<file path="config.mk">
export PLATFORM = sky130hd
export DESIGN_NAME = dot_product_loader_flat
export DESIGN_NICKNAME = d
export VERILOG_FILES = /design/src/rtl/dot_product_pkg.sv /design/src/rtl/dot_product_loader_if.sv /design/src/rtl/dot_product_wait_timer.sv /design/src/rtl/dot_product_loader.sv /design/src/flat_wrapper.sv
export SDC_FILE = /design/constraint.sdc
export NUM_CORES = 1
export LEC_CHECK = 0
export ABC_AREA = 1
export BUFFER_PORTS_ARGS = -buffer_cell sky130_fd_sc_hd__buf_2
export CAP_MARGIN = 20
export CORE_MARGIN = 2
export CORE_UTILIZATION = 52
export CTS_BUF_LIST = sky130_fd_sc_hd__clkbuf_4 sky130_fd_sc_hd__clkbuf_8
export CTS_CLUSTER_DIAMETER = 80
export DETAILED_ROUTE_END_ITERATION = 10
export PLACE_DENSITY = 0.81
export SYNTH_ARGS = -nofsm -noshare
export SYNTH_HDL_FRONTEND = slang
export SYNTH_SLANG_ARGS = --single-unit
</file>
<file path="constraint.sdc">
create_clock -name clk -period 1.89 [get_ports clk]
set_input_delay 0.189 -clock clk [delete_from_list [all_inputs] [get_ports clk]]
set_output_delay 0.189 -clock clk [all_outputs]
set_load 0.1 [all_outputs]
</file>
<file path="src/rtl/dot_product_pkg.sv">
// Shared defaults, FSM encoding and status payload for the dot-product operand loader.
package dot_product_pkg;

    localparam int unsigned DP_N       = 8;
    localparam int unsigned DP_LEN     = 4;
    localparam int unsigned DP_TIMEOUT = 16;
    localparam int unsigned CYC_W      = 8;

    typedef enum logic [1:0] {
        ST_LOAD   = 2'd0,
        ST_START  = 2'd1,
        ST_WAIT   = 2'd2,
        ST_OUTPUT = 2'd3
    } state_t;

    typedef struct packed {
        logic [CYC_W-1:0] cycles;
        logic             error;
    } status_t;

endpackage

</file>
<file path="src/rtl/dot_product_loader_if.sv">
// Element input stream and result output handshake of the operand loader.
interface dot_product_loader_if
    import dot_product_pkg::*;
#(
    parameter int unsigned N = DP_N
);

    logic             in_valid;
    logic             in_ready;
    logic [N-1:0]     in_data;
    logic             out_valid;
    logic             out_ready;
    logic [4*N-1:0]   out_result;
    logic [CYC_W-1:0] out_cycles;
    logic             out_error;

    modport slave (
        input  in_valid, in_data, out_ready,
        output in_ready, out_valid, out_result, out_cycles, out_error
    );

    modport master (
        output in_valid, in_data, out_ready,
        input  in_ready, out_valid, out_result, out_cycles, out_error
    );

endinterface

</file>
<file path="src/rtl/dot_product_wait_timer.sv">
// Counts engine WAIT cycles and flags the cycle in which the TIMEOUT budget is used up.
module dot_product_wait_timer
    import dot_product_pkg::*;
#(
    parameter int unsigned TIMEOUT = DP_TIMEOUT
) (
    input  logic             clk,
    input  logic             rst_n,
    input  logic             clear,
    input  logic             en,
    output logic [CYC_W-1:0] count,
    output logic             expired_c
);

    localparam logic [CYC_W:0] LIMIT = (CYC_W+1)'(TIMEOUT);

    // Expiry is judged on count+1 so the flag rises in the TIMEOUT-th WAIT cycle.
    assign expired_c = ({1'b0, count} + (CYC_W+1)'(1)) == LIMIT;

    always_ff @(posedge clk or negedge rst_n) begin
        if (!rst_n) begin
            count <= '0;
        end else if (clear) begin
            count <= '0;
        end else if (en) begin
            count <= count + CYC_W'(1);
        end
    end

endmodule

</file>
<file path="src/rtl/dot_product_loader.sv">
// Packs a serial element stream into flat operands, starts the engine and returns
// its result and latency (or a timeout) over a valid/ready handshake.
module dot_product_loader
    import dot_product_pkg::*;
#(
    parameter int unsigned N       = DP_N,
    parameter int unsigned LEN     = DP_LEN,
    parameter int unsigned TIMEOUT = DP_TIMEOUT
) (
    input  logic                  clk,
    input  logic                  rst_n,
    dot_product_loader_if.slave   bus,
    output logic [LEN*N-1:0]      a_flat,
    output logic [LEN*N-1:0]      b_flat,
    output logic                  start,
    input  logic                  eng_done,
    input  logic [4*N-1:0]        eng_result
);

    localparam int unsigned FW    = LEN * N;
    localparam int unsigned RW    = 4 * N;
    localparam int unsigned IDX_W = (2 * LEN > 1) ? $clog2(2 * LEN) : 1;
    localparam logic [IDX_W-1:0] IDX_LAST = IDX_W'(2 * LEN - 1);

    state_t           state, state_d;
    logic [IDX_W-1:0] idx, idx_d;
    logic [FW-1:0]    a_d, b_d;
    logic             start_d;
    logic             out_valid_q, out_valid_d;
    logic [RW-1:0]    result_q, result_d;
    status_t          status_q, status_d;

    logic             tmr_clear, tmr_en, tmr_expired_c;
    logic [CYC_W-1:0] tmr_count;

    dot_product_wait_timer #(.TIMEOUT(TIMEOUT)) u_wait_timer (
        .clk       (clk),
        .rst_n     (rst_n),
        .clear     (tmr_clear),
        .en        (tmr_en),
        .count     (tmr_count),
        .expired_c (tmr_expired_c)
    );

    assign bus.in_ready   = (state == ST_LOAD);
    assign bus.out_valid  = out_valid_q;
    assign bus.out_result = result_q;
    assign bus.out_cycles = status_q.cycles;
    assign bus.out_error  = status_q.error;

    // Next-state and next-output logic.
    always_comb begin
        state_d   = state;
        idx_d     = idx;
        a_d       = a_flat;
        b_d       = b_flat;
        result_d  = result_q;
        status_d  = status_q;
        tmr_clear = 1'b0;
        tmr_en    = 1'b0;

        case (state)
            ST_LOAD: begin
                if (bus.in_valid) begin
                    for (int i = 0; i < int'(LEN); i++) begin
                        if (idx == IDX_W'(i))       a_d[i*N +: N] = bus.in_data;
                        if (idx == IDX_W'(LEN + i)) b_d[i*N +: N] = bus.in_data;
                    end
                    if (idx == IDX_LAST) begin
                        idx_d   = '0;
                        state_d = ST_START;
                    end else begin
                        idx_d = idx + IDX_W'(1);
                    end
                end
            end
            ST_START: begin
                tmr_clear      = 1'b1;
                status_d.error = 1'b0;
                state_d        = ST_WAIT;
            end
            ST_WAIT: begin
                // A done in the expiry cycle still counts as a completion.
                if (eng_done) begin
                    result_d        = eng_result;
                    status_d.cycles = tmr_count + CYC_W'(1);
                    status_d.error  = 1'b0;
                    state_d         = ST_OUTPUT;
                end else if (tmr_expired_c) begin
                    result_d        = '0;
                    status_d.cycles = CYC_W'(TIMEOUT);
                    status_d.error  = 1'b1;
                    state_d         = ST_OUTPUT;
                end else begin
                    tmr_en = 1'b1;
                end
            end
            ST_OUTPUT: begin
                if (bus.out_ready) state_d = ST_LOAD;
            end
            default: state_d = ST_LOAD;
        endcase

        start_d     = (state_d == ST_START);
        out_valid_d = (state_d == ST_OUTPUT);
    end

    always_ff @(posedge clk or negedge rst_n) begin
        if (!rst_n) begin
            state       <= ST_LOAD;
            idx         <= '0;
            a_flat      <= '0;
            b_flat      <= '0;
            start       <= 1'b0;
            out_valid_q <= 1'b0;
            result_q    <= '0;
            status_q    <= '0;
        end else begin
            state       <= state_d;
            idx         <= idx_d;
            a_flat      <= a_d;
            b_flat      <= b_d;
            start       <= start_d;
            out_valid_q <= out_valid_d;
            result_q    <= result_d;
            status_q    <= status_d;
        end
    end

endmodule

</file>
<file path="src/flat_wrapper.sv">
// flat-port wrapper written by rule: the top's interface ports become plain ports
module dot_product_loader_flat import dot_product_pkg::*;
#(
    parameter int unsigned N       = DP_N,
    parameter int unsigned LEN     = DP_LEN,
    parameter int unsigned TIMEOUT = DP_TIMEOUT
)
  (clk, rst_n, a_flat, b_flat, start, eng_done, eng_result, bus_in_valid, bus_in_data, bus_out_ready, bus_in_ready, bus_out_valid, bus_out_result, bus_out_cycles, bus_out_error);
  dot_product_loader_if #(.N(N)) bus_i ();
  input  logic clk;
  input  logic rst_n;
  output logic [LEN*N-1:0] a_flat;
  output logic [LEN*N-1:0] b_flat;
  output logic start;
  input  logic eng_done;
  input  logic [4*N-1:0] eng_result;
  input wire logic [$bits(bus_i.in_valid)-1:0] bus_in_valid;
  input wire logic [$bits(bus_i.in_data)-1:0] bus_in_data;
  input wire logic [$bits(bus_i.out_ready)-1:0] bus_out_ready;
  output wire logic [$bits(bus_i.in_ready)-1:0] bus_in_ready;
  output wire logic [$bits(bus_i.out_valid)-1:0] bus_out_valid;
  output wire logic [$bits(bus_i.out_result)-1:0] bus_out_result;
  output wire logic [$bits(bus_i.out_cycles)-1:0] bus_out_cycles;
  output wire logic [$bits(bus_i.out_error)-1:0] bus_out_error;
  assign bus_i.in_valid = bus_in_valid;
  assign bus_i.in_data = bus_in_data;
  assign bus_i.out_ready = bus_out_ready;
  assign bus_in_ready = bus_i.in_ready;
  assign bus_out_valid = bus_i.out_valid;
  assign bus_out_result = bus_i.out_result;
  assign bus_out_cycles = bus_i.out_cycles;
  assign bus_out_error = bus_i.out_error;
  dot_product_loader #(.N(N), .LEN(LEN), .TIMEOUT(TIMEOUT)) u_core (.clk(clk), .rst_n(rst_n), .bus(bus_i), .a_flat(a_flat), .b_flat(b_flat), .start(start), .eng_done(eng_done), .eng_result(eng_result));
endmodule
</file>
==> results of run 1 <==
-- cell families (layout without fill, tap and decap cells) --
kind of cell,count (synthesis),count (layout)
AOI/OAI and AO/OA,82,82
DFF,120,120
xor gates and xnor gates,3,3
adders and majority gates,11,11
and+or+nand+nor,246,246
buffers and inverters,46,270
-- area by class of cell --
cell class	count	area [µm²]
Fill cell	606	2040
Tap cell	108	135
Timing Repair Buffer	207	1380
Multi-Input combinational cell	342	1710
Clock inverter	14	174
Inverter	31	116
Clock buffer	18	248
Sequential cell	120	3010
-- worst max-delay path, stage by stage, from the launching register on --
cell and delay [ns]:
dfrtp_1 0.37, buf_6 0.11, ha_4 0.16, nand3_4 0.09, o21ai_1 0.19, nand2_2 0.13
nor2_4 0.14, nand3_4 0.10, nand2_4 0.10, nand2_8 0.10, clkbuf_16 0.18, nand2_1 0.07
nand2_1 0.10
-- repair_timing --
item                                    CTS  global route
pin swaps                                 3             6
hold buffers                             32             1
gates resized for setup                   2            38
cloned                                    1             2
buffers inserted                          4             5
endpoints found under the setup margin   32            65
hold endpoints to repair                 66             1
-- state kept, by name (all words and copies together), names as in the netlist --
register,cells
u_core.a_flat,32
u_core.b_flat,32
u_core.bus.out_cycles,8
u_core.bus.out_error,1
u_core.bus.out_result,32
u_core.bus.out_valid,1
u_core.idx,3
u_core.start,1
u_core.state,2
u_core.u_wait_timer.count,8
-- layer usage --
metal / part of all wire / wire (µm) / global-route usage / up-vias
met2: 0.51 / 7310 / 0.462 / 251
met5: 0 / 0 / 0 / -
li1: - / - / - / 2029
met3: 0.084 / 1200 / 0.0562 / 36
met4: 0.028 / 404 / 0.0832 / 0
met1: 0.38 / 5370 / 0.333 / 2101
-- Yosys cell counts --
cell      number
clkbuf_1      11
xnor2_1        1
buf_6          4
a21oi_1       25
nand2_2        3
nand3_1       14
dfrtp_1      120
inv_1         29
nor2_1        36
inv_2          2
ha_1          11
nand2_1      189
nand2_4        1
nand3_2        1
nor2_2         2
xor2_1         2
o21ai_1        9
a41oi_1        1
a22oi_2        1
o21ai_0       46
-- layout by cell type, fill, tap and decap left out --
cell type | synthesis | routed
inv_6 | 0 | 2
a21oi_1 | 25 | 25
inv_1 | 29 | 28
nand2_1 | 189 | 181
nand2_4 | 1 | 4
clkinv_2 | 0 | 2
nor2_2 | 2 | 2
nor2_4 | 0 | 5
clkinv_4 | 0 | 3
clkbuf_16 | 0 | 2
ha_1 | 11 | 8
dlygate4sd3_1 | 0 | 33
xor2_2 | 0 | 2
o21ai_1 | 9 | 9
nand2_8 | 0 | 1
a41oi_1 | 1 | 1
xnor2_1 | 1 | 1
nand2_2 | 3 | 7
ha_4 | 0 | 2
bufinv_16 | 0 | 3
nand3_4 | 0 | 3
clkbuf_8 | 0 | 18
o21ai_0 | 46 | 46
dfrtp_1 | 120 | 118
buf_12 | 0 | 4
ha_2 | 0 | 1
inv_2 | 2 | 3
nor2_1 | 36 | 31
dfrtp_2 | 0 | 2
buf_2 | 0 | 151
a22oi_2 | 1 | 1
buf_16 | 0 | 1
buf_6 | 4 | 3
nand3_1 | 14 | 12
clkinvlp_4 | 0 | 4
buf_4 | 0 | 13
-- metrics by stage --
step	area (µm²)	cells	worst slack (ns)	TNS (ns)	utilization
after floorplan	4770	508	-0.0371	-0.303	-
after global placement	5710	763	0.117	0	0.648
after detailed placement	5710	763	0.0355	0	0.648
after CTS	6520	832	0.00617	0	0.740
after global routing	6770	840	-0.139	-3.71	0.769
final	6770	840	-0.0895	-0.462	0.769
-- worst paths after layout --
kind	startpoint	end	slack, ns
max	u_core.u_wait_timer.count[1]	u_core.bus.out_result[16]	-0.09
min	eng_done	u_core.bus.out_cycles[2]	0.13
max reg2reg	u_core.u_wait_timer.count[1]	u_core.bus.out_result[16]	-0.09
min reg2reg	u_core.bus.out_result[10]	u_core.bus.out_result[10]	0.47
max in group asynchronous	rst_n	u_core.idx[0]	0.97
min in group asynchronous	rst_n	u_core.bus.out_result[28]	0.27
==> impl_metrics.env, run 1 <==
export IMPL_dp_hpwl_mm=8.47
export IMPL_synth_adder_area_share=0.0289
export IMPL_tightestPinTransition_ns=0.523
export IMPL_netlist_instances=508
export IMPL_routed_wl_mm=14.3
export IMPL_ys_ff_latch=120
export IMPL_overflow=0
export IMPL_synth_nets=564
export IMPL_drt_wirelength_per_cell_um=17.0
export IMPL_finClkSkew_ns=0.0101
export IMPL_ios=153
export IMPL_core_mm2=0.00881
export IMPL_hp_class="in -> reg"
export IMPL_final_max_slew_viol_count=0
export IMPL_ys_warn_count=0
export IMPL_cts_tree="built"
export IMPL_drt_first_pass_iters=5
export IMPL_synth_distinct_cells=20
export IMPL_vias_per_cell=5.26
export IMPL_nNetsFinal=775
export IMPL_antenna_found_initial=0
export IMPL_rows=34
export IMPL_cts_root_buf="clkbuf_8"
export IMPL_synth_area_per_cell_um2=9.37
export IMPL_cp_required_ns=2.18
export IMPL_fin_ws_ns=-0.0895
export IMPL_r2r_cells=12
export IMPL_vias=4417
export IMPL_dieWidth_um=99.7
export IMPL_drive_gt1_frac=0.327
export IMPL_synth_compound_area_frac=0.0886
export IMPL_cp_max_fo=8
export IMPL_drc_errors=0
export IMPL_syn_to_final_growth_pct=42.2
export IMPL_ant_nets=0
export IMPL_yosys_top_cells_area="dfrtp_1 (63%), nand2_1 (15%), o21ai_0 (4.8%)"
export IMPL_rsz0062_at_grt="yes"
export IMPL_die_area_mm2=0.00993
export IMPL_finalWeightedCongestion=0.833
export IMPL_synth_xor_area_share=0.00552
export IMPL_io_buffer_count=152
export IMPL_violations="setup timing"
export IMPL_critPathLaunchType="flip-flop"
export IMPL_setup_viol_count_final=18
export IMPL_n_antenna_cell=0
export IMPL_max_slew_margin_rel=0.654
export IMPL_grt_max_degree=53
export IMPL_chipHeight_um=99.7
export IMPL_finalHoldViolCount=0
export IMPL_clock_sinks=120
export IMPL_ys_seq_area_frac=0.631
export IMPL_end_kind="flip-flop"
export IMPL_yosysTopAreaCell="dfrtp_1"
export IMPL_synth_top_family_by_area="simple AND/OR/NAND/NOR gates"
export IMPL_post_route_period_util=1.05
export IMPL_htreeDepth=4
export IMPL_fmax_mhz=505
export IMPL_cp_data_arrival_time_ns=2.27
export IMPL_grt_usage=0.265
export IMPL_cts_buffers_inserted=17
export IMPL_cts_buffer_depth=2
export IMPL_cap_violations=0
export IMPL_grt_pass1_wl_mm=20.5
export IMPL_criticalPathCategory="reg -> reg"
export IMPL_clk_pin_slew_ns=0.08
export IMPL_synth_simple_gate_area_frac=0.203
export IMPL_grt_pass1_vias=4265
export IMPL_syn_area_mm2=0.00476
export IMPL_insertion_delay_ns=0.42
export IMPL_holdPathStages=3
export IMPL_drt_iter0_markers=272
export IMPL_muxShareOfSynthArea=0
export IMPL_synth_top_area_frac=0.631
export IMPL_start_util=0.540
export IMPL_status="finished with violations"
export IMPL_period_needed_ns=1.98
export IMPL_whs_ns=0.134
Power of run 1 is not shown: default switching activity piles up to over one toggle a cycle in this logic, so the estimate is an artifact.
==> run 2, diff against run 1 <==
--- a/config.mk
+++ b/config.mk
@@ -9,11 +9,11 @@
 export BUFFER_PORTS_ARGS = -buffer_cell sky130_fd_sc_hd__buf_2
 export CAP_MARGIN = 20
 export CORE_MARGIN = 2
-export CORE_UTILIZATION = 52
+export CORE_UTILIZATION = 45
 export CTS_BUF_LIST = sky130_fd_sc_hd__clkbuf_4 sky130_fd_sc_hd__clkbuf_8
 export CTS_CLUSTER_DIAMETER = 80
 export DETAILED_ROUTE_END_ITERATION = 10
-export PLACE_DENSITY = 0.81
+export PLACE_DENSITY = 0.72
 export SYNTH_ARGS = -nofsm -noshare
 export SYNTH_HDL_FRONTEND = slang
 export SYNTH_SLANG_ARGS = --single-unit
==> impl_metrics.env, run 2 (synthesized netlist as in run 1, its figures left out) <==
export IMPL_fin_ws_ns=-0.0508
export IMPL_routed_wl_mm=14.1
export IMPL_drt_iter0_markers=342
export IMPL_fmax_mhz=515
export IMPL_dp_hpwl_mm=8.48
export IMPL_grt_pass1_wl_mm=20.4
export IMPL_status="finished with violations"
export IMPL_cts_buffers_inserted=17
export IMPL_finalWeightedCongestion=0.939
export IMPL_grt_pass1_vias=4108
export IMPL_vias=4392
export IMPL_critical_path_startpoint="u_core.u_wait_timer.count[0]"
export IMPL_pre_cts_ws_ns=0.0363
export IMPL_ant_nets=0
export IMPL_overflow=0
export IMPL_insertion_delay_ns=0.44
export IMPL_rows=37
export IMPL_vias_per_cell=5.04
export IMPL_ios=153
export IMPL_criticalPathCategory="reg -> reg"
export IMPL_rsz0062_at_grt="yes"
export IMPL_n_antenna_cell=0
export IMPL_final_max_slew_viol_count=0
export IMPL_cts_tree="built"
export IMPL_drc_errors=0
export IMPL_tightestPinTransition_ns=0.585
export IMPL_core_mm2=0.0103
export IMPL_die_area_mm2=0.0114
export IMPL_layout_common_cells="nand2_1 (177), buf_2 (151), dfrtp_1 (119), o21ai_0 (46), dlygate4sd3_1 (33)"
export IMPL_post_route_period_util=1.03
export IMPL_r2r_cells=11
export IMPL_chipHeight_um=107
export IMPL_r2r_start="u_core.u_wait_timer.count[0]"
export IMPL_drive_gt1_frac=0.332
export IMPL_whs_ns=0.127
export IMPL_dieWidth_um=107
export IMPL_io_buffer_count=152
export IMPL_end_kind="flip-flop"
export IMPL_rr_endpoint="u_core.bus.out_result[17]"
export IMPL_nNetsFinal=778
export IMPL_htreeDepth=4
export IMPL_fin_util=0.661
export IMPL_whs_endpoint="u_core.state[0]"
export IMPL_period_needed_ns=1.94
export IMPL_finalHoldViolCount=0
export IMPL_critPathLaunchType="flip-flop"
export IMPL_cp_max_fo=7
export IMPL_ff2ff_setup_slack_ns=-0.05
export IMPL_max_stage_delay_ns=0.44
export IMPL_holdPathStages=5
export IMPL_grt_usage=0.230
export IMPL_grt_max_degree=46
export IMPL_drt_first_pass_iters=5
export IMPL_setup_viol_count_final=5
export IMPL_cp_required_ns=2.22
export IMPL_cts_buffer_depth=2
export IMPL_cap_violations=0
export IMPL_slowest_stage="dfrtp_1"
export IMPL_worstHoldStart="bus_in_valid"
export IMPL_max_slew_margin_rel=0.610
export IMPL_cts_root_buf="clkbuf_8"
export IMPL_clk_pin_slew_ns=0.07
export IMPL_antenna_found_initial=0
export IMPL_nFillCells=785
export IMPL_start_util=0.463
export IMPL_syn_to_final_growth_pct=42.8
export IMPL_clock_sinks=120
export IMPL_hp_class="in -> reg"
export IMPL_violations="setup timing"
export IMPL_final_common_cell="nand2_1"
export IMPL_path_cells="ha_4 -> nand3_2 -> xor2_1 -> nor2_1 -> nand3_2 -> nand2_4 -> nand2_8 -> buf_6 -> buf_6 -> nand2_2 -> nand2_2"
export IMPL_drt_wirelength_per_cell_um=16.2
export IMPL_finClkSkew_ns=0.0140
export IMPL_cp_data_arrival_time_ns=2.27
[run 2: cell count changes in the layout (fill, tap and decap cells not counted), sizes merged]
| cell | before | now |
|---|---|---|
| buf | 172 | 174 |
| clkbuf | 20 | 21 |
| clkinv | 5 | 4 |
| clkinvlp | 4 | 5 |
[run 2: area by class of cell]
class                      count  area [µm²]  area share
sequential                   120        3000       0.442
multi-input combinational    342        1690       0.248
timing repair buffer         210        1400       0.206
clock buffer                  18         248      0.0365
clock inverter                14         173      0.0254
tap                          136         170      0.0250
inverter                      31         116      0.0171
[run 2: worst max path at each step]
| stage | to |
|---|---|
| 6_report | u_core.bus.out_result[17] |
| 5_1_grt | u_core.bus.out_result[17] |
| 4_1_cts | u_core.bus.out_result[20] |
| 3_5_place_dp | u_core.bus.out_result[20] |
| 3_3_place_gp | u_core.bus.out_result[9] |
| 2_1_floorplan | u_core.b_flat[14] |
[run 2: critical path: cells and delay by family, from the launching register on]
| family | cells | cell delay [ns] |
|---|---|---|
| flip-flops | 1 | 0.44 |
| buffers and inverters | 2 | 0.29 |
| adder cells (fa/ha/maj) | 1 | 0.18 |
| AND/OR/NAND/NOR | 7 | 0.73 |
| XOR/XNOR | 1 | 0.19 |
[run 2: metal layers]
layer	GRT usage	vias up	share of wire
li1	-	2037	-
met1	0.284	2121	0.39
met2	0.391	202	0.50
met3	0.0675	32	0.083
met4	0.0733	0	0.027
met5	0	-	0
[run 2: stage by stage]
step           TNS [ns]  instances  cell area (µm²)
3_3_place_gp          0        793             5760
6_report         -0.120        871             6800
2_1_floorplan    -0.303        508             4770
4_1_cts               0        858             6510
5_1_grt           -1.35        871             6800
3_5_place_dp          0        793             5760
[run 2: repair_timing]
item                                    4_1_cts  5_1_grt
endpoints found under the setup margin        0       54
hold endpoints to repair                     75        0
setup buffers                                 0        8
hold buffers                                 33        0
gates resized for setup                       0       36
Power of run 2 is left out for the same reason.
==> run 3, diff against run 2 <==
--- a/config.mk
+++ b/config.mk
@@ -9,11 +9,11 @@
 export BUFFER_PORTS_ARGS = -buffer_cell sky130_fd_sc_hd__buf_2
 export CAP_MARGIN = 20
 export CORE_MARGIN = 2
-export CORE_UTILIZATION = 45
+export CORE_UTILIZATION = 52
 export CTS_BUF_LIST = sky130_fd_sc_hd__clkbuf_4 sky130_fd_sc_hd__clkbuf_8
 export CTS_CLUSTER_DIAMETER = 80
 export DETAILED_ROUTE_END_ITERATION = 10
-export PLACE_DENSITY = 0.72
+export PLACE_DENSITY = 0.81
 export SYNTH_ARGS = -nofsm -noshare
 export SYNTH_HDL_FRONTEND = slang
 export SYNTH_SLANG_ARGS = --single-unit
==> constraint.sdc (replaced) <==
create_clock -name clk -period 1.89 [get_ports clk]
set_input_delay 0.189 -clock clk [delete_from_list [all_inputs] [get_ports clk]]
set_output_delay 0.189 -clock clk [all_outputs]
set_load 0.01 [all_outputs]
==> impl_metrics.env, run 3 (synthesized netlist as in run 1, its figures left out) <==
export IMPL_clk_pin_slew_ns=0.07
export IMPL_critPathLaunchType="flip-flop"
export IMPL_path_cells="nand2_2 -> nor2_4 -> nand2_1 -> nand2_1 -> nand2_1 -> nor2_2 -> nand3_2 -> nand2_2 -> nand2_4 -> buf_12 -> nand2_1 -> nand2_1"
export IMPL_fmax_mhz=551
export IMPL_routed_wl_mm=13.1
export IMPL_cp_max_fo=38
export IMPL_vias_per_cell=5.08
export IMPL_tightestPinTransition_ns=0.495
export IMPL_post_route_period_util=0.960
export IMPL_critical_path_top_delay_family="simple AND/OR/NAND/NOR gates"
export IMPL_cp_data_arrival_time_ns=2.12
export IMPL_placed_area_mm2=0.00570
export IMPL_leakagePower_nw=3.54
export IMPL_finalWeightedCongestion=0.862
export IMPL_grt_pass1_vias=4267
export IMPL_max_slew_margin_rel=0.670
export IMPL_hp_class="in -> reg"
export IMPL_status="finished clean"
export IMPL_cts_buffers_inserted=17
export IMPL_r2r_cells=12
export IMPL_finClkSkew_ns=0.0131
export IMPL_tns_ns=0
export IMPL_nFillCells=625
export IMPL_rows=34
export IMPL_core_mm2=0.00881
export IMPL_grt_max_degree=39
export IMPL_drive_gt1_frac=0.310
export IMPL_drt_iter0_markers=163
export IMPL_peakVddDrop_mv=0.845
export IMPL_nNetsFinal=766
export IMPL_end_kind="flip-flop"
export IMPL_grt_usage=0.272
export IMPL_finalHoldViolCount=0
export IMPL_n_antenna_cell=0
export IMPL_p_clk_frac=0.231
export IMPL_die_area_mm2=0.00993
export IMPL_layout_common_cells="nand2_1 (184), buf_2 (151), dfrtp_1 (116), o21ai_0 (46), nor2_1 (34)"
export IMPL_cp_common_cell="nand2_1"
export IMPL_max_stage_delay_ns=0.44
export IMPL_dp_cells=764
export IMPL_chipHeight_um=99.7
export IMPL_drt_first_pass_iters=4
export IMPL_syn_to_final_growth_pct=37.1
export IMPL_start_util=0.540
export IMPL_cp_required_ns=2.19
export IMPL_period_needed_ns=1.82
export IMPL_antenna_found_initial=0
export IMPL_overflow=0
export IMPL_cap_violations=0
export IMPL_p_switching_w=0.00409
export IMPL_clock_sinks=120
export IMPL_drc_errors=0
export IMPL_power_density_mw_per_mm2=1630
export IMPL_stdcell_area_mm2=0.00653
export IMPL_p_int_w=0.00655
export IMPL_cts_tree="built"
export IMPL_slowest_stage="dfrtp_1"
export IMPL_fin_cells=831
export IMPL_grt_pass1_wl_mm=21.0
export IMPL_pwr_share_seq=0.411
export IMPL_setup_viol_count_final=0
export IMPL_insertion_delay_ns=0.42
export IMPL_rsz0062_at_grt="yes"
export IMPL_holdPathStages=3
export IMPL_dieWidth_um=99.7
export IMPL_combPwrFrac=0.357
export IMPL_criticalPathCategory="reg -> reg"
export IMPL_cts_root_buf="clkbuf_8"
export IMPL_worstSetupPathDepth=12
export IMPL_io_buffer_count=152
export IMPL_final_common_cell="nand2_1"
export IMPL_switching_share=0.385
export IMPL_ios=153
export IMPL_htreeDepth=4
export IMPL_final_max_slew_viol_count=0
export IMPL_ant_nets=0
export IMPL_drt_wirelength_per_cell_um=15.7
export IMPL_vias=4222
export IMPL_cts_buffer_depth=2
export IMPL_path_buf_inv=1
export IMPL_dp_hpwl_mm=8.50
[run 3: changes by cell type in the layout (fill, tap and decap cells not counted), sizes merged]
cell / change
buf: -8
clkbuf: -4
clkinvlp: -4
dlygate4sd3: -1
inv: +5
[run 3: layout make-up]
class                           instances  area, µm²  share of cell area
Sequential cell                       120       3010               0.461
Multi-Input combinational cell        342       1600               0.246
Timing Repair Buffer                  198       1240               0.190
Clock buffer                           17        234              0.0359
Clock inverter                         15        189              0.0290
Tap cell                              108        135              0.0207
Inverter                               31        116              0.0178
[run 3: path summary, 6_finish.rpt]
| check | end | slack (ns) | startpoint |
|---|---|---|---|
| worst min register to register | u_core.bus.out_result[1] | 0.47 | u_core.bus.out_result[1] |
| max in group asynchronous | u_core.a_flat[27] | 0.95 | rst_n |
| min in group asynchronous | u_core.bus.out_result[27] | 0.27 | rst_n |
| worst min-delay path | u_core.bus.out_result[29] | 0.05 | eng_result[29] |
| worst max-delay path | u_core.bus.out_result[31] | 0.07 | u_core.u_wait_timer.count[4] |
| worst max register to register | u_core.bus.out_result[31] | 0.07 | u_core.u_wait_timer.count[4] |
[run 3: routing by layer]
metal | vias up | global-route usage | share of wire | routed length [µm]
li1 | 2006 | - | - | -
met1 | 2006 | 0.346 | 0.42 | 5470
met2 | 186 | 0.455 | 0.49 | 6350
met3 | 24 | 0.0710 | 0.078 | 1020
met4 | 0 | 0.0959 | 0.018 | 239
met5 | - | 0 | 0 | 0
[run 3: repair_timing]
| item | CTS | global route |
|---|---|---|
| endpoints found under the hold margin | 66 | 0 |
| pin swaps | 0 | 4 |
| hold buffers | 32 | 0 |
| resized for setup | 1 | 17 |
| buffers inserted | 0 | 3 |
| endpoints found under the setup margin | 1 | 78 |
[run 3: stage by stage]
step            util  setup slack (ns)  hold slack, ns  power [W]
4_1_cts        0.732            0.0105        0.000334     0.0106
5_1_grt        0.741           -0.0681          0.0256     0.0114
2_1_floorplan      -             0.152          -0.107    0.00633
3_3_place_gp   0.648             0.158           0.184    0.00786
3_5_place_dp   0.648            0.0556           0.186    0.00805
6_report       0.741            0.0750          0.0465     0.0106
[run 3: worst register-to-register path, stage by stage, from the launching register on]
cell	delay, ns
dfrtp_1	0.44
nand2_2	0.13
nor2_4	0.11
nand2_1	0.08
nand2_1	0.08
nand2_1	0.12
nor2_2	0.13
nand3_2	0.09
nand2_2	0.09
nand2_4	0.07
buf_12	0.18
nand2_1	0.12
nand2_1	0.08
[run 3: power by group through the flow]
stage	logic, W	clock network, W	registers (W)
4_1_cts	0.00376	0.00250	0.00433
3_5_place_dp	0.00370	0	0.00435
2_1_floorplan	0.00155	0	0.00478
6_report	0.00380	0.00246	0.00438
3_3_place_gp	0.00356	0	0.00430
5_1_grt	0.00424	0.00261	0.00450
No activity file was read; power rests on OpenSTA's default activity.
